==> src/rtl/addr_pkg.sv <==
// ---------------------------------------------------------------------------
// addr_pkg
// Shared definitions for the pipelined signed adder/subtractor (addr_signed_pipe).
//   RES_W        width of a mod-3 residue
//   chunk_width  carry-chain chunk width for a given operand width / stage count
//   res3         mod-3 residue of a signed value (always in 0..2)
//   res_combine  residue of (A +/- B) from the residues of A and B
// ---------------------------------------------------------------------------
package addr_pkg;

    localparam int RES_W = 2;

    // ceil((w+1)/s): the sum is one bit wider than the operands
    function automatic int chunk_width(input int w, input int s);
        return (w + s) / s;
    endfunction

    // Signed operands are widened to 65 bits by the caller so one function
    // covers every legal WIDTH. The % result carries the dividend's sign, so a
    // negative remainder is folded back into 0..2.
    function automatic logic [RES_W-1:0] res3(input logic signed [64:0] v);
        logic signed [64:0] m;
        m = v % 65'sd3;
        if (m < 65'sd0) begin
            m = m + 65'sd3;
        end
        return RES_W'(m);
    endfunction

    // Inputs are already in 0..2, so a single conditional subtract of 3
    // normalises both the add case (0..4) and the subtract case (1..5).
    function automatic logic [RES_W-1:0] res_combine(input logic [RES_W-1:0] ra,
                                                     input logic [RES_W-1:0] rb,
                                                     input logic             sub);
        logic [2:0] t;
        if (sub) begin
            t = {1'b0, ra} + 3'd3 - {1'b0, rb};
        end else begin
            t = {1'b0, ra} + {1'b0, rb};
        end
        if (t >= 3'd3) begin
            t = t - 3'd3;
        end
        return RES_W'(t);
    endfunction

endpackage

==> src/rtl/addr_signed_pipe_if.sv <==
// ---------------------------------------------------------------------------
// addr_signed_pipe_if
// Operand and result channels of addr_signed_pipe, both valid/ready.
//   in_valid/in_ready   operand beat handshake
//   in_sub              0: A+B, 1: A-B
//   in_a, in_b          signed operands, WIDTH bits
//   out_valid/out_ready result handshake
//   out_sum             signed full-precision result, WIDTH+1 bits
//   out_err             residue-check mismatch for the beat on out_sum
// Modports: master = operand source / result sink, slave = the adder.
// ---------------------------------------------------------------------------
interface addr_signed_pipe_if #(
    parameter int WIDTH = 8
);
    logic             in_valid;
    logic             in_ready;
    logic             in_sub;
    logic [WIDTH-1:0] in_a;
    logic [WIDTH-1:0] in_b;
    logic             out_valid;
    logic             out_ready;
    logic [WIDTH:0]   out_sum;
    logic             out_err;

    modport master (
        output in_valid, in_sub, in_a, in_b, out_ready,
        input  in_ready, out_valid, out_sum, out_err
    );

    modport slave (
        input  in_valid, in_sub, in_a, in_b, out_ready,
        output in_ready, out_valid, out_sum, out_err
    );
endinterface

==> src/rtl/addr_pipe_stage.sv <==
// ---------------------------------------------------------------------------
// addr_pipe_stage
// One carry-chain chunk plus its pipeline register with valid/ready.
// Stage K adds bits [HI:LO] of the running sum vector and the (already
// inverted for subtract) B vector, writes the chunk result back into the sum
// vector and registers it together with the carry-out and B.
// Parameters: W1 = WIDTH+1 vector width, K = stage index, CW = chunk width.
// Ports:
//   clk, rst                 clock, synchronous active-high reset
//   in_valid/in_ready        upstream handshake (in_ready = !valid | out_ready)
//   in_sum, in_b, in_carry   running sum, B operand, carry into this chunk
//   out_valid/out_ready      downstream handshake
//   out_sum, out_b, out_carry registered copies for the next stage
//   load                     this stage captures a beat this cycle
//   sum_next                 value out_sum takes when load is high
// ---------------------------------------------------------------------------
module addr_pipe_stage #(
    parameter int W1 = 9,
    parameter int K  = 0,
    parameter int CW = 5
) (
    input  logic          clk,
    input  logic          rst,
    input  logic          in_valid,
    output logic          in_ready,
    input  logic [W1-1:0] in_sum,
    input  logic [W1-1:0] in_b,
    input  logic          in_carry,
    output logic          out_valid,
    input  logic          out_ready,
    output logic [W1-1:0] out_sum,
    output logic [W1-1:0] out_b,
    output logic          out_carry,
    output logic          load,
    output logic [W1-1:0] sum_next
);

    // When STAGES is close to WIDTH the chunks can run out before the stages
    // do; such trailing stages only delay the beat and pass the carry along.
    localparam int LO_RAW    = K * CW;
    localparam bit HAS_CHUNK = (LO_RAW < W1);
    localparam int LO        = HAS_CHUNK ? LO_RAW : 0;
    localparam int HI        = HAS_CHUNK ? ((LO_RAW + CW - 1 < W1) ? (LO_RAW + CW - 1) : (W1 - 1)) : 0;
    localparam int CHW       = HI - LO + 1;

    logic          valid_q;
    logic [W1-1:0] sum_q;
    logic [W1-1:0] b_q;
    logic          carry_q;
    logic          carry_next;

    if (HAS_CHUNK) begin : g_add
        logic [CHW:0] chunk;

        // Chunk add; the top bit of the extended result is the carry-out
        always_comb begin
            chunk           = {1'b0, in_sum[HI:LO]} + {1'b0, in_b[HI:LO]} + {{CHW{1'b0}}, in_carry};
            sum_next        = in_sum;
            sum_next[HI:LO] = chunk[CHW-1:0];
            carry_next      = chunk[CHW];
        end
    end else begin : g_pass
        always_comb begin
            sum_next   = in_sum;
            carry_next = in_carry;
        end
    end

    // A stage can take a new beat when empty or when its current beat leaves
    assign in_ready = !valid_q || out_ready;
    assign load     = in_valid && in_ready;

    // Valid bit follows the handshake; data only moves on load so a stalled
    // stage keeps its beat untouched
    always_ff @(posedge clk) begin
        if (rst) begin
            valid_q <= 1'b0;
            sum_q   <= '0;
            b_q     <= '0;
            carry_q <= 1'b0;
        end else begin
            if (in_ready) begin
                valid_q <= in_valid;
            end
            if (load) begin
                sum_q   <= sum_next;
                b_q     <= in_b;
                carry_q <= carry_next;
            end
        end
    end

    assign out_valid = valid_q;
    assign out_sum   = sum_q;
    assign out_b     = b_q;
    assign out_carry = carry_q;

endmodule

==> src/rtl/addr_signed_pipe.sv <==
// ---------------------------------------------------------------------------
// addr_signed_pipe
// Pipelined signed adder/subtractor producing a full-precision WIDTH+1 bit
// result. The carry chain is split into STAGES registered chunks; one beat
// per cycle, latency STAGES cycles, results leave in acceptance order.
// Parameters: WIDTH (2..64), STAGES (1..WIDTH)
// Ports:
//   clk   clock, rising edge
//   rst   synchronous active-high reset, discards every in-flight beat
//   bus   addr_signed_pipe_if.slave: in_valid/in_ready/in_sub/in_a/in_b,
//         out_valid/out_ready/out_sum/out_err
// Build option: define ADDR_RESIDUE_CHECK_EN to carry a mod-3 residue of
// each beat through the pipe and flag out_err when the final sum disagrees.
// Without it out_err is tied to 0.
// ---------------------------------------------------------------------------
module addr_signed_pipe
    import addr_pkg::*;
#(
    parameter int WIDTH  = 8,
    parameter int STAGES = 2
) (
    input  logic              clk,
    input  logic              rst,
    addr_signed_pipe_if.slave bus
);

    localparam int W1 = WIDTH + 1;
    localparam int CW = chunk_width(WIDTH, STAGES);

    logic [W1-1:0]                a_ext;
    logic [W1-1:0]                b_ext;
    logic [W1-1:0]                b_op;
    logic [STAGES:0][W1-1:0]      sum_chain;
    logic [STAGES:0][W1-1:0]      b_chain;
    logic [STAGES:0]              carry_chain;
    logic [STAGES:0]              valid_chain;
    logic [STAGES:0]              ready_chain;
    logic [STAGES-1:0]            load_vec;
    logic [STAGES-1:0][W1-1:0]    next_vec;

    // Subtract is A + ~B + 1: invert B here and feed in_sub as carry-in
    assign a_ext = {bus.in_a[WIDTH-1], bus.in_a};
    assign b_ext = {bus.in_b[WIDTH-1], bus.in_b};
    assign b_op  = bus.in_sub ? ~b_ext : b_ext;

    assign sum_chain[0]        = a_ext;
    assign b_chain[0]          = b_op;
    assign carry_chain[0]      = bus.in_sub;
    assign valid_chain[0]      = bus.in_valid;
    assign ready_chain[STAGES] = bus.out_ready;
    assign bus.in_ready        = ready_chain[0];

    for (genvar k = 0; k < STAGES; k++) begin : g_stage
        addr_pipe_stage #(
            .W1 (W1),
            .K  (k),
            .CW (CW)
        ) u_stage (
            .clk       (clk),
            .rst       (rst),
            .in_valid  (valid_chain[k]),
            .in_ready  (ready_chain[k]),
            .in_sum    (sum_chain[k]),
            .in_b      (b_chain[k]),
            .in_carry  (carry_chain[k]),
            .out_valid (valid_chain[k+1]),
            .out_ready (ready_chain[k+1]),
            .out_sum   (sum_chain[k+1]),
            .out_b     (b_chain[k+1]),
            .out_carry (carry_chain[k+1]),
            .load      (load_vec[k]),
            .sum_next  (next_vec[k])
        );
    end

    assign bus.out_valid = valid_chain[STAGES];
    assign bus.out_sum   = sum_chain[STAGES];

    // The last stage's B copy and carry-out have no consumer; the full sum is
    // already complete in its sum vector
    logic unused_tail;
    logic unused_next;
    assign unused_tail = ^{b_chain[STAGES], carry_chain[STAGES]};
    assign unused_next = ^next_vec;

`ifdef ADDR_RESIDUE_CHECK_EN
    logic signed [64:0] a_wide;
    logic signed [64:0] b_wide;
    logic signed [64:0] next_wide;
    logic [RES_W-1:0]   res_in;
    logic [RES_W-1:0]   res_feed [STAGES];
    logic [RES_W-1:0]   res_q    [STAGES];
    logic               err_q;

    // The residue is taken from the original operands, independent of the
    // inverted B and carry-in used by the adder itself
    assign a_wide    = 65'($signed(a_ext));
    assign b_wide    = 65'($signed(b_ext));
    assign next_wide = 65'($signed(next_vec[STAGES-1]));
    assign res_in    = res_combine(res3(a_wide), res3(b_wide), bus.in_sub);

    // Residue entering each stage: the fresh one for stage 0, otherwise the
    // copy held by the previous stage
    always_comb begin
        res_feed[0] = res_in;
        for (int k = 1; k < STAGES; k++) begin
            res_feed[k] = res_q[k-1];
        end
    end

    // Residues move with the same load strobes as the sum so they stay
    // aligned through stalls; the check is registered alongside out_sum
    always_ff @(posedge clk) begin
        if (rst) begin
            for (int k = 0; k < STAGES; k++) begin
                res_q[k] <= '0;
            end
            err_q <= 1'b0;
        end else begin
            for (int k = 0; k < STAGES; k++) begin
                if (load_vec[k]) begin
                    res_q[k] <= res_feed[k];
                end
            end
            if (load_vec[STAGES-1]) begin
                err_q <= (res3(next_wide) != res_feed[STAGES-1]);
            end
        end
    end

    assign bus.out_err = err_q;
`else
    logic unused_load;
    assign unused_load = ^load_vec;
    assign bus.out_err = 1'b0;
`endif

endmodule

==> src/flat_wrapper.sv <==
// flat-port wrapper written by rule: the top's interface ports become plain ports
module addr_signed_pipe_flat import addr_pkg::*;
#(
    parameter int WIDTH  = 8,
    parameter int STAGES = 2
)
  (clk, rst, bus_in_valid, bus_in_sub, bus_in_a, bus_in_b, bus_out_ready, bus_in_ready, bus_out_valid, bus_out_sum, bus_out_err);
  addr_signed_pipe_if #(.WIDTH(WIDTH)) bus_i ();
  input  logic clk;
  input  logic rst;
  input wire logic [$bits(bus_i.in_valid)-1:0] bus_in_valid;
  input wire logic [$bits(bus_i.in_sub)-1:0] bus_in_sub;
  input wire logic [$bits(bus_i.in_a)-1:0] bus_in_a;
  input wire logic [$bits(bus_i.in_b)-1:0] bus_in_b;
  input wire logic [$bits(bus_i.out_ready)-1:0] bus_out_ready;
  output wire logic [$bits(bus_i.in_ready)-1:0] bus_in_ready;
  output wire logic [$bits(bus_i.out_valid)-1:0] bus_out_valid;
  output wire logic [$bits(bus_i.out_sum)-1:0] bus_out_sum;
  output wire logic [$bits(bus_i.out_err)-1:0] bus_out_err;
  assign bus_i.in_valid = bus_in_valid;
  assign bus_i.in_sub = bus_in_sub;
  assign bus_i.in_a = bus_in_a;
  assign bus_i.in_b = bus_in_b;
  assign bus_i.out_ready = bus_out_ready;
  assign bus_in_ready = bus_i.in_ready;
  assign bus_out_valid = bus_i.out_valid;
  assign bus_out_sum = bus_i.out_sum;
  assign bus_out_err = bus_i.out_err;
  addr_signed_pipe #(.WIDTH(WIDTH), .STAGES(STAGES)) u_core (.clk(clk), .rst(rst), .bus(bus_i));
endmodule
==> config.mk <==
export PLATFORM = sky130hd
export DESIGN_NAME = addr_signed_pipe_flat
export DESIGN_NICKNAME = d
export VERILOG_FILES = /design/src/rtl/addr_pkg.sv /design/src/rtl/addr_signed_pipe_if.sv /design/src/rtl/addr_pipe_stage.sv /design/src/rtl/addr_signed_pipe.sv /design/src/flat_wrapper.sv
export SDC_FILE = /design/constraint.sdc
export NUM_CORES = 1
export LEC_CHECK = 0
export CORE_ASPECT_RATIO = 1.2
export CORE_UTILIZATION = 35
export CTS_CLUSTER_DIAMETER = 150
export DETAILED_ROUTE_END_ITERATION = 16
export DONT_BUFFER_PORTS = 1
export PLACE_DENSITY = 0.55
export SLEW_MARGIN = 20
export SYNTH_ARGS = -nofsm -noshare
export SYNTH_HDL_FRONTEND = slang
export SYNTH_SLANG_ARGS = --single-unit
==> constraint.sdc <==
create_clock -name clk -period 5.5 [get_ports clk]
set_clock_uncertainty 0.15 [all_clocks]
set_input_delay 0.55 -clock clk [delete_from_list [all_inputs] [get_ports clk]]
set_output_delay 0.55 -clock clk [all_outputs]
set_load 0.02 [all_outputs]
### Yosys cells after proc, flatten, opt, wreduce, memory -nomap -nowiden

Cells that the tools add are included.

| cells by class | value |
|---|---|
| $add $sub $neg | 4 |
| reduce and logical (&&, ||, !) cells | 6 |
| bitwise gates (word level) | 1 |
| multiplexer cells | 1 |

Operator list:

| operator | number |
|---|---|
| 9-bit two-way mux | 1 |
| 9-bit inverter | 1 |
| 5-bit by 5-bit adder with 6-bit output | 1 |
| 6-bit by 1-bit adder with 6-bit output | 1 |
| 4-bit by 1-bit adder with 4-bit output | 1 |
| 4-bit adder | 1 |
| 1-bit logical AND | 2 |
| 1-bit zero test | 2 |
| 1-bit logical OR | 2 |

| storage, ports and cells | value |
|---|---|
| register bits | 29 |
| input bits | 21 |
| word-level logic and storage cells | 18 |
| output and inout bits | 12 |

### Logic depth before layout (Yosys ltp)

Gate-level depths: netlist (run 1).

| depth | value |
|---|---|
| depth after elaboration | 4 |
| mapped depth | 7 |
| gate-level depth less buffers | 6 |

### Modules after synthesis

A second synthesis (run 1) with hierarchy kept.

| second synthesis, totals | value |
|---|---|
| cell total of the unflattened synthesis | 255 |
| area total of the unflattened synthesis | 2163.3 µm² |

By module, submodules not included:

| module | seq. area each (µm²) | times used | area each (µm²) | cells an instance |
|---|---|---|---|---|
| addr_pipe_stage at u_core.g_stage[0].u_stage | 400.4 | 1 | 1069.8 | 125 |
| addr_pipe_stage at u_core.g_stage[1].u_stage | 400.4 | 1 | 1001.0 | 119 |
| addr_signed_pipe | 0.0 | 1 | 92.6 | 11 |

### Least setup slack after synthesis (run 1)

Ideal clock, no wire load.

| timing | value |
|---|---|
| path kind | input to register |
| start | input bus_in_sub |
| end | register u_core.g_stage[0].u_stage.sum_q[4] |
| required time | 5228 ps |
| stages on the path | 7 |
| setup time | 122 ps |
| path buffers | 1 |
| data arrival time | 2011 ps |
| setup slack | 3217 ps |
| cells stage by stage | buf_6 -> mux2_4 -> fa_1 -> a21o_1 -> a21oi_1 -> nor4_1 -> a311o_1 |

| on the way | value |
|---|---|
| cells in the longest elaborated chain, start to end | 3 |

Ends and longest elaborated chain:

| element | line | RTL |
|---|---|---|
| from (decl) | flat_wrapper.sv:12 | `input wire logic [$bits(bus_i.in_sub)-1:0] bus_in_sub;` |
| 9-bit two-way mux | addr_signed_pipe.sv:44 | `assign b_op = bus.in_sub ? ~b_ext : b_ext;` |
| 5-bit by 5-bit adder with 6-bit output | addr_pipe_stage.sv:57 | `chunk = {1'b0, in_sum[HI:LO]} + {1'b0, in_b[HI:LO]} + {{CHW{1'b0}}, in_carry};` |
| 6-bit by 1-bit adder with 6-bit output * | addr_pipe_stage.sv:57 |  |
| to (signal assigned) | addr_pipe_stage.sv:86 | `sum_q <= sum_next;` |
| to (decl) | addr_pipe_stage.sv:47 | `logic [W1-1:0] sum_q;` |

Mark *: on every way between the ends. The rest lies on a longest branch, timed or not.
A chain may end at the register's enable or synchronous reset.

### Final worst setup path (run 1)

| timing | value |
|---|---|
| start | register u_core.g_stage[1].u_stage.valid_q |
| end | register u_core.g_stage[0].u_stage.sum_q[4] |

| on the way | value |
|---|---|
| cells in the longest elaborated chain, start to end | 4 |

Ends and longest elaborated chain:

| element | line | RTL |
|---|---|---|
| from (decl) | addr_pipe_stage.sv:46 | `logic valid_q;` |
| from (signal assigned) | addr_pipe_stage.sv:83 | `valid_q <= in_valid;` |
| 1-bit zero test | addr_pipe_stage.sv:70 | `assign in_ready = !valid_q \|\| out_ready;` |
| 1-bit logical OR (2 in series) | addr_pipe_stage.sv:70 |  |
| named net bus_in_ready | flat_wrapper.sv:16 | `output wire logic [$bits(bus_i.in_ready)-1:0] bus_in_ready;` |
| 1-bit logical AND | addr_pipe_stage.sv:71 | `assign load = in_valid && in_ready;` |

The timed path passes the listed nets, and every way through them passes these cells.

==> results_dict.tcl, run 1 <==
set metrics [dict create \
    status "finished, final reports clean" \
    core.rowCount 22 \
    netlist_top_cells_area "dfxtp_1 39%, ha_1 7.4%, nand2_1 7.3%" \
    tritoncts_clock_tree "built" \
    cap_viol_max_count 0 \
    setup_repair_after_global_routing_missed_its_margin "no" \
    synthDominantCellAreaShare 0.388 \
    fin_hold_ws_ns 0.145 \
    crit_path_max_fanout 14 \
    layout-area-overhead-vs-synth_pct 2.32 \
    nets 161 \
    critPathCaptureType "flip-flop" \
    path_class "flip-flop to flip-flop" \
    post-route-min-period_ns 2.01 \
    powerDensity_nw_per_um2 269 \
    cp_data_arrival_time_ns 2.07 \
    setup_tns_ns 0 \
    critical_path.startpoint_type "flip-flop" \
    drcViolationCount 0 \
    place_area_sq_um 1190 \
    synth_cell_type_count 30 \
    cts.root.buffer_cell "clkbuf_4" \
    antenna_found_initial 0 \
    via_per_inst 5.04 \
    leakagePower_nw 0.482 \
    fmax_ghz 0.497 \
    finalHoldViolations 0 \
    clk_pin_slew_ns 0.12 \
    detail_route.wirelength_um 2030 \
    final_cell_mix "23 x nand2_1, 23 x dfxtp_1, 13 x a21oi_1" \
    die_h_um 65.8 \
    post-route-period-util 0.366 \
    grt_pass1_vias 776 \
    n_antenna_cell 0 \
    synth_ff_type "dfxtp_1" \
    die_outline_width_um 55.2 \
    io_pins 33 \
    met3_length_um 120 \
    synth.avg_cell_area_sq_um 8.93 \
    drtAntennaViolNets 0 \
    drt_pre_antenna_iters 4 \
    placeableCoreArea_sq_um 3140 \
    postSynthNetCount 164 \
    multi_input_comb_area_sq_um 656 \
    synthCells 133 \
    routed-via-count 832 \
    synth.ff_latch_count 23 \
    register_area_sq_um 460 \
    number_of_buffers_inserted_by_post_cts_setup_repair 0 \
    cp_data_required_time_ns 5.56 \
    synth_enable_flop_cells 0 \
    cts.path.max_buffers 2 \
    globalRouteTotalUtil 0.128 \
    htreeDepth 1 \
    top_signal_layer_used "met4" \
    drtIter0Drc 10 \
    cell_area_after_synthesis_sq_um 1190 \
    route.layer.met1.wl_um 918 \
    grt_overflow 0 \
    synth_top_cell_by_area "dfxtp_1" \
    grt_start_max_net_pins 27 \
    placement.io_buffers 0 \
    cts_repair_resize_count 0 \
    design.die.area_sq_um 3630 \
    layout.cell_area.non_filler_sq_um 1210 \
    hpwlAfterDp_um 1590 \
    synth_async_sr_flop_share 0 \
    quantity_of_hold_fixing_buffers_added_after_cts 0 \
    wire_per_inst_um 12.3 \
    insertion_delay_ns 0.30 \
    post_route_cells_drive_above_1_share 0.0543 \
    timing.final.max_slew_violations 0 \
    post-layout-total-power_uw 327 \
    tritoncts.num_buffers 3 \
    initial_utilization 0.378 \
    grt_first_pass_wirelength_um 3320 \
    nFillCells 342 \
    met2_wirelength_um 958 \
    setup-violations-final 0 \
    ys_seq_area_frac 0.388 \
    peak_ir_drop_on_the_vdd_network_uv 107 \
    synth_warnings 0 \
    place_congestion 0.669 \
    worst_hold_path_type "input port to flip-flop" \
    cts_sinks 23 \
]
per-layer routing:
layer | vias to the layer above | track usage
met5 | - | 0
met4 | 0 | 0.0750
met3 | 2 | 0.0299
met2 | 21 | 0.199
met1 | 370 | 0.157
li1 | 439 | -
worst paths after layout:
path / cells past startpoint / slack (ns) / end / startpoint
worst max-delay path: 4 / 3.49 / u_core.g_stage[0].u_stage.out_sum[4] / u_core.g_stage[1].u_stage.out_valid
worst min-delay path: 1 / 0.14 / u_core.g_stage[1].u_stage.out_sum[4] / rst
worst max register to register: 4 / 3.49 / u_core.g_stage[0].u_stage.out_sum[4] / u_core.g_stage[1].u_stage.out_valid
worst min register to register: 2 / 0.31 / u_core.g_stage[0].u_stage.out_sum[1] / u_core.g_stage[0].u_stage.out_sum[1]
layout make-up:
class,instances,area share
Sequential cell,23,0.379
Inverter,7,0.0216
Tap cell,36,0.0371
Clock buffer,3,0.0185
Multi-Input combinational cell,95,0.540
Clock inverter,1,0.00412
worst max-delay path, stage by stage, from the launching register on:
cell and delay, ns:
dfxtp_1 0.48, nand3b_1 0.32, and2_1 0.43, and4_1 0.27, a311o_1 0.26
synthesized netlist by cell type, drive strengths merged, types with 2 or more instances:
cell / number
buf: 5
a21o: 2
nand2: 23
inv: 7
nand3b: 2
ha: 7
xnor2: 5
and2: 2
a21oi: 13
xor2: 5
dfxtp: 23
fa: 3
a211oi: 8
clkbuf: 3
nor2: 10
nand3: 2
nand2b: 2
registers in the layout, summed over array words and instances (netlist names):
register / cells
u_core.g_stage.u_stage.out_b: 3
u_core.g_stage.u_stage.out_carry: 1
u_core.g_stage.u_stage.out_sum: 17
u_core.g_stage.u_stage.out_valid: 2
power by group:
part | switching [mW] | leakage (nW) | internal [mW]
Combinational | 0.0304 | 0.275 | 0.0282
Sequential | 0.0124 | 0.189 | 0.179
Clock | 0.0496 | 0.0177 | 0.0271
Total | 0.0924 | 0.482 | 0.234
stage by stage:
step            util  setup slack (ns)  instances
6_report       0.387              3.49        165
4_1_cts        0.387              3.47        165
2_1_floorplan      -              3.22        133
5_1_grt        0.387              3.40        165
3_3_place_gp   0.378              3.26        161
3_5_place_dp   0.378              3.24        161
logic make-up after synthesis:
kind of cell	after synthesis	share of synthesized area
muxes	1	0.0126
buffers and inverters	15	0.0601
and+or+nand+nor	45	0.169
xor gates and xnor gates	10	0.0738
AOI/OAI and AO/OA	28	0.170
DFF	23	0.388
other	1	0.00316
adders and majority gates	10	0.124
No activity file was read; power rests on OpenSTA's default activity.
==> inputs of run 2 (changes only) <==
--- a/config.mk
+++ b/config.mk
@@ -10,7 +10,7 @@
 export CTS_CLUSTER_DIAMETER = 150
 export DETAILED_ROUTE_END_ITERATION = 16
 export DONT_BUFFER_PORTS = 1
-export PLACE_DENSITY = 0.55
+export PLACE_DENSITY = 0.57
 export SLEW_MARGIN = 20
 export SYNTH_ARGS = -nofsm -noshare
 export SYNTH_HDL_FRONTEND = slang
==> constraint.sdc (replaced) <==
create_clock -name clk -period 1.8 [get_ports clk]
set_clock_uncertainty 0.15 [all_clocks]
set_input_delay 0.18 -clock clk [delete_from_list [all_inputs] [get_ports clk]]
set_output_delay 0.18 -clock clk [all_outputs]
set_load 0.02 [all_outputs]
==> run 2 against run 1 <==
Against the previous run:
- routed wire length grew 17%
- clock power grew to 3.2 times the previous value
- worst setup slack lost 3.4 ns
- largest cell class unchanged
- non-clock buffer count grew 19
- sequential power grew to 3.1 times the previous value
- first-iteration DRC count grew 30%
- critical path type unchanged
- die area is the same
- combinational power grew to 3.9 times the previous value
- cell count grew 12%
- register-to-register slack lost 3.4 ns
==> results_dict.tcl, run 2 (synthesized netlist as in run 1, its figures left out) <==
set metrics [dict create \
    peak_ir_drop_on_the_vdd_network_uv 427 \
    layout-area-overhead-vs-synth_pct 18.4 \
    crit_chain "inv_1, fa_1, inv_1, fa_1, nand2_1, a21oi_1" \
    detail_route.wirelength_um 2370 \
    max_slew.worst_pin.slew_ns 0.821 \
    via_per_inst 5.17 \
    setup_repair_after_global_routing_missed_its_margin "no" \
    regToRegSetupSlack_ns 0.09 \
    hpwlAfterDp_um 1680 \
    number_of_instances_on_the_worst_hold_path 3 \
    fmax_ghz 0.583 \
    p_seq_frac 0.551 \
    fin_hold_ws_ns 0.0776 \
    status "finished, final reports clean" \
    final_cell_mix "23 x nand2_1, 22 x dfxtp_1, 14 x dlygate4sd3_1" \
    wire_per_inst_um 12.9 \
    placement.io_buffers 0 \
    worst_hold_startpoint "bus_in_a[1]" \
    io_pins 33 \
    nets 180 \
    globalRouteTotalUtil 0.152 \
    insertion_delay_ns 0.31 \
    die_h_um 65.8 \
    place_congestion 0.702 \
    final_cell_count_no_fill 184 \
    power.switching_uw 309 \
    cts.root.buffer_cell "clkbuf_4" \
    core.rowCount 22 \
    clock_power_share 0.231 \
    cts_sinks 23 \
    cp_data_arrival_time_ns 1.74 \
    post-route-min-period_ns 1.71 \
    top_delay_family_on_crit_path "adder cells" \
    grt_pass1_vias 957 \
    cts.path.max_buffers 2 \
    worst_r2r_endpoint "u_core.g_stage[1].u_stage.out_sum[6]" \
    powerDensity_nw_per_um2 753 \
    grt_overflow 0 \
    placed_cells 165 \
    drtAntennaViolNets 0 \
    relative_slew_slack 0.452 \
    finalHoldViolations 0 \
    grt_first_pass_wirelength_um 3970 \
    grt_start_max_net_pins 25 \
    initial_utilization 0.378 \
    cpPeakStageDelay_ns 0.41 \
    crit-reg2reg-launch "u_core.g_stage[0].u_stage.out_sum[5]" \
    tritoncts_clock_tree "built" \
    antenna_found_initial 0 \
    p_sw_frac 0.292 \
    critical_path.startpoint_type "flip-flop" \
    clk_pin_slew_ns 0.13 \
    worst_path_max_delay_cell "fa_1" \
    post_route_cells_drive_above_1_share 0.101 \
    die_outline_width_um 55.2 \
    drt_pre_antenna_iters 4 \
    final_common_cell "nand2_1" \
    layout.cell_area.non_filler_sq_um 1410 \
    crit_path_max_fanout 2 \
    worst-path-buf-inv 2 \
    post-layout-total-power_mw 1.06 \
    place_area_sq_um 1220 \
    setup-violations-final 0 \
    tritoncts.num_buffers 3 \
    cp_data_required_time_ns 1.83 \
    p_int_uw 750 \
    timing.final.max_slew_violations 0 \
    routed-via-count 951 \
    cap_viol_max_count 0 \
    critPathCaptureType "flip-flop" \
    worstHoldEndpoint "u_core.g_stage[0].u_stage.out_sum[1]" \
    number_of_buffers_inserted_by_post_cts_setup_repair 0 \
    worst_hold_path_type "input port to flip-flop" \
    path_class "flip-flop to flip-flop" \
    max_reg_flops 17 \
    design.die.area_sq_um 3630 \
    post-route-period-util 0.952 \
    n_antenna_cell 0 \
    ff2ff_path_depth 6 \
    comb_power_share 0.218 \
    htreeDepth 1 \
    drtIter0Drc 13 \
    drcViolationCount 0 \
    placeableCoreArea_sq_um 3140 \
    leakagePower_nw 0.574 \
]
[run 2: cell types whose count changed in the layout (fill, tap and decap cells not counted)]
cell,change
fa_2,+1
a21oi_1,-1
a21oi_2,+1
dlygate4sd3_1,+14
dfxtp_1,-1
fa_1,-1
and2_2,+1
and2_1,-1
dfxtp_2,+1
buf_4,+4
dlymetal6s4s_1,+1
[run 2: power groups by stage]
stage	Sequential (mW)	Combinational (mW)	Clock, mW
6_report	0.583	0.231	0.244
5_1_grt	0.589	0.264	0.270
4_1_cts	0.584	0.232	0.255
3_5_place_dp	0.596	0.192	0
3_3_place_gp	0.594	0.188	0
2_1_floorplan	0.590	0.173	0
[run 2: how the worst max path moves through the flow]
| stage | from | end | slack, ns | cells past startpoint |
|---|---|---|---|---|
| CTS | rst | u_core.g_stage[0].u_stage.out_sum[4] | 0.01 | 4 |
| floorplan | bus_in_sub | u_core.g_stage[0].u_stage.out_sum[4] | -0.05 | 7 |
| global placement | bus_in_b[0] | u_core.g_stage[0].u_stage.out_sum[4] | 0.02 | 6 |
| finish | u_core.g_stage[0].u_stage.out_sum[5] | u_core.g_stage[1].u_stage.out_sum[6] | 0.09 | 6 |
| detailed placement | bus_in_b[0] | u_core.g_stage[0].u_stage.out_sum[4] | -0.002 | 6 |
| global route | u_core.g_stage[0].u_stage.out_sum[5] | u_core.g_stage[1].u_stage.out_sum[6] | 0.005 | 6 |
[run 2: area by class of cell]
type                            instances  area, sq um
Inverter                                7         26.3
Tap cell                               36         45.0
Sequential cell                        23          462
Multi-Input combinational cell         95          663
Clock inverter                          1         5.00
Clock buffer                            3         22.5
Fill cell                             332         1730
Timing Repair Buffer                   19          183
[run 2: worst min-delay path: stages]
cell and delay [ns]:
fa_2 0.17, nand2_1 0.05, a21oi_1 0.11
[run 2: metrics by stage]
| stage | setup WS [ns] | TNS (ns) | util |
|---|---|---|---|
| after floorplan | -0.0479 | -0.0479 | - |
| after global placement | 0.0212 | 0 | 0.390 |
| after detailed placement | -0.00247 | -0.00247 | 0.390 |
| after CTS | 0.0111 | 0 | 0.447 |
| after global routing | 0.00464 | 0 | 0.448 |
| final | 0.0857 | 0 | 0.448 |
[run 2: layer usage]
| metal | vias up | track usage | wire (um) |
|---|---|---|---|
| met2 | 30 | 0.250 | 1160 |
| met3 | 5 | 0.0207 | 129 |
| met1 | 441 | 0.181 | 1030 |
| met4 | 0 | 0.0875 | 57 |
| met5 | - | 0 | 0 |
| li1 | 475 | - | - |
[run 2: what timing repair did]
| item | CTS | global route |
|---|---|---|
| hold buffers | 15 | 0 |
| endpoints found under the hold margin | 23 | 0 |
| endpoints found under the setup margin | 0 | 3 |
| resized for setup | 0 | 3 |
==> inputs of run 3 (changes only) <==
--- a/config.mk
+++ b/config.mk
@@ -5,7 +5,7 @@
 export SDC_FILE = /design/constraint.sdc
 export NUM_CORES = 1
 export LEC_CHECK = 0
-export CORE_ASPECT_RATIO = 1.2
+export CORE_ASPECT_RATIO = 1.1
 export CORE_UTILIZATION = 35
 export CTS_CLUSTER_DIAMETER = 150
 export DETAILED_ROUTE_END_ITERATION = 16
==> run 3 against run 2 <==
Against the previous run:
- the run now ends with DRC left
- fmax up 0.36%
- clock-buffer cell count up 1
- highest routed layer unchanged
- core utilization up 0.28 points
- sequential share of layout area down 0.087 points
- non-clock buffer count up 1
- register-to-register slack about the same
- critical endpoint unchanged
- largest power group unchanged
- global-route usage down 1.4 points
==> results_dict.tcl, run 3 (synthesized netlist as in run 1, its figures left out) <==
set metrics [dict create \
    placed_cells 163 \
    max_reg_flops 17 \
    die_outline_width_um 57.5 \
    placeableCoreArea_sq_um 3130 \
    final_cell_mix "23 x nand2_1, 22 x dfxtp_1, 14 x dlygate4sd3_1" \
    finalHoldViolations 0 \
    design.die.area_sq_um 3630 \
    drtAntennaViolNets 0 \
    htreeDepth 1 \
    final_common_cell "nand2_1" \
    worst_hold_path_type "input port to flip-flop" \
    use_met3 0.0144 \
    critical-path-top-cell-by-count "fa_1" \
    place_area_sq_um 1220 \
    antenna_found_initial 0 \
    post_route_cells_drive_above_1_share 0.107 \
    relative_slew_slack 0.466 \
    busiest_layer_in_global_routing "met2" \
    drcViolationCount 2 \
    placement.io_buffers 0 \
    cp_data_arrival_time_ns 1.73 \
    n_antenna_cell 0 \
    tritoncts.num_buffers 3 \
    peak_ir_drop_on_the_vdd_network_uv 254 \
    dp_slack_ns 0.00750 \
    crit_chain "inv_1, fa_1, inv_2, fa_1, nand2_1, a21oi_1" \
    nFillCells 319 \
    setup_repair_after_global_routing_missed_its_margin "no" \
    nets 181 \
    via_per_inst 5.04 \
    crit_path_max_fanout 2 \
    cap_viol_max_count 0 \
    die_h_um 63.1 \
    insertion_delay_ns 0.30 \
    cpPeakStageDelay_ns 0.42 \
    worst-path-buf-inv 2 \
    critical_path.startpoint_type "flip-flop" \
    grt_start_max_net_pins 24 \
    violations "DRC" \
    cts.root.buffer_cell "clkbuf_4" \
    wire_per_inst_um 12.9 \
    grt_pass1_vias 917 \
    timing.final.max_slew_violations 0 \
    globalRouteTotalUtil 0.138 \
    io_pins 33 \
    core.rowCount 21 \
    fmax_ghz 0.585 \
    status "complete, but fails checks" \
    groute.layer.met2.usage 0.243 \
    worst_path_max_delay_cell "fa_1" \
    clk_pin_slew_ns 0.12 \
    post-route-period-util 0.949 \
    critPathCaptureType "flip-flop" \
    post-layout-total-power_mw 1.05 \
    layout-area-overhead-vs-synth_pct 18.8 \
    max_slew.worst_pin.slew_ns 0.800 \
    grt_first_pass_wirelength_um 3910 \
    place_congestion 0.726 \
    initial_utilization 0.380 \
    cts.path.max_buffers 2 \
    top_delay_family_on_crit_path "adder cells" \
    cp_data_required_time_ns 1.82 \
    powerDensity_nw_per_um2 747 \
    cts_sinks 23 \
    tritoncts_clock_tree "built" \
    setup_slack_after_layout_ns 0.0919 \
    routed-via-count 922 \
    layout.cell_area.non_filler_sq_um 1410 \
    grt_overflow 0 \
    post-route-min-period_ns 1.71 \
    setup_tns_ns 0 \
    drtIter0Drc 18 \
    setup-violations-final 0 \
    global_route.usage.met1 0.161 \
    path_class "flip-flop to flip-flop" \
    leakagePower_nw 0.575 \
    detail_route.wirelength_um 2350 \
    hpwlAfterDp_um 1690 \
    final_cell_count_no_fill 183 \
    drt_pre_antenna_iters 10 \
]
[run 3: layer usage]
layer	wire (um)	share of wire
met4	27	0.011
met5	0	0
met2	1190	0.50
met3	102	0.043
met1	1040	0.44
[run 3: worst paths after layout]
path         slack (ns)                            startpoint                                   end  cells after the start
max                0.09  u_core.g_stage[0].u_stage.out_sum[5]  u_core.g_stage[1].u_stage.out_sum[6]                      6
min                0.03                          bus_in_valid  u_core.g_stage[0].u_stage.out_sum[3]                      2
max reg2reg        0.09  u_core.g_stage[0].u_stage.out_sum[5]  u_core.g_stage[1].u_stage.out_sum[6]                      6
min reg2reg        0.33  u_core.g_stage[0].u_stage.out_sum[3]  u_core.g_stage[1].u_stage.out_sum[3]                      2
[run 3: through the flow]
stage,hold slack (ns),util
after floorplan,0.159,-
after global placement,0.102,0.391
after detailed placement,0.103,0.391
after CTS,0.0216,0.447
after global routing,0.0333,0.451
final,0.0332,0.451
[run 3: layout make-up]
class	count	area, sq um	share of cell area
clock buffers	4	26.3	0.0186
flip-flops and latches	23	462	0.327
inverters	7	26.3	0.0186
multi-input cells	95	663	0.470
well taps	34	42.5	0.0302
repair buffers	20	190	0.135
[run 3: where the power goes]
group,leakage (nW),internal (mW),switching (mW)
sequential,0.190,0.547,0.0373
combinational,0.371,0.122,0.114
clock,0.0150,0.0863,0.146
total,0.575,0.756,0.297
[run 3: what timing repair did]
item,CTS,global route
hold buffers,15,0
gates resized for setup,0,4
hold endpoints to repair,23,0
buffers inserted,0,1
setup endpoints to repair,0,3
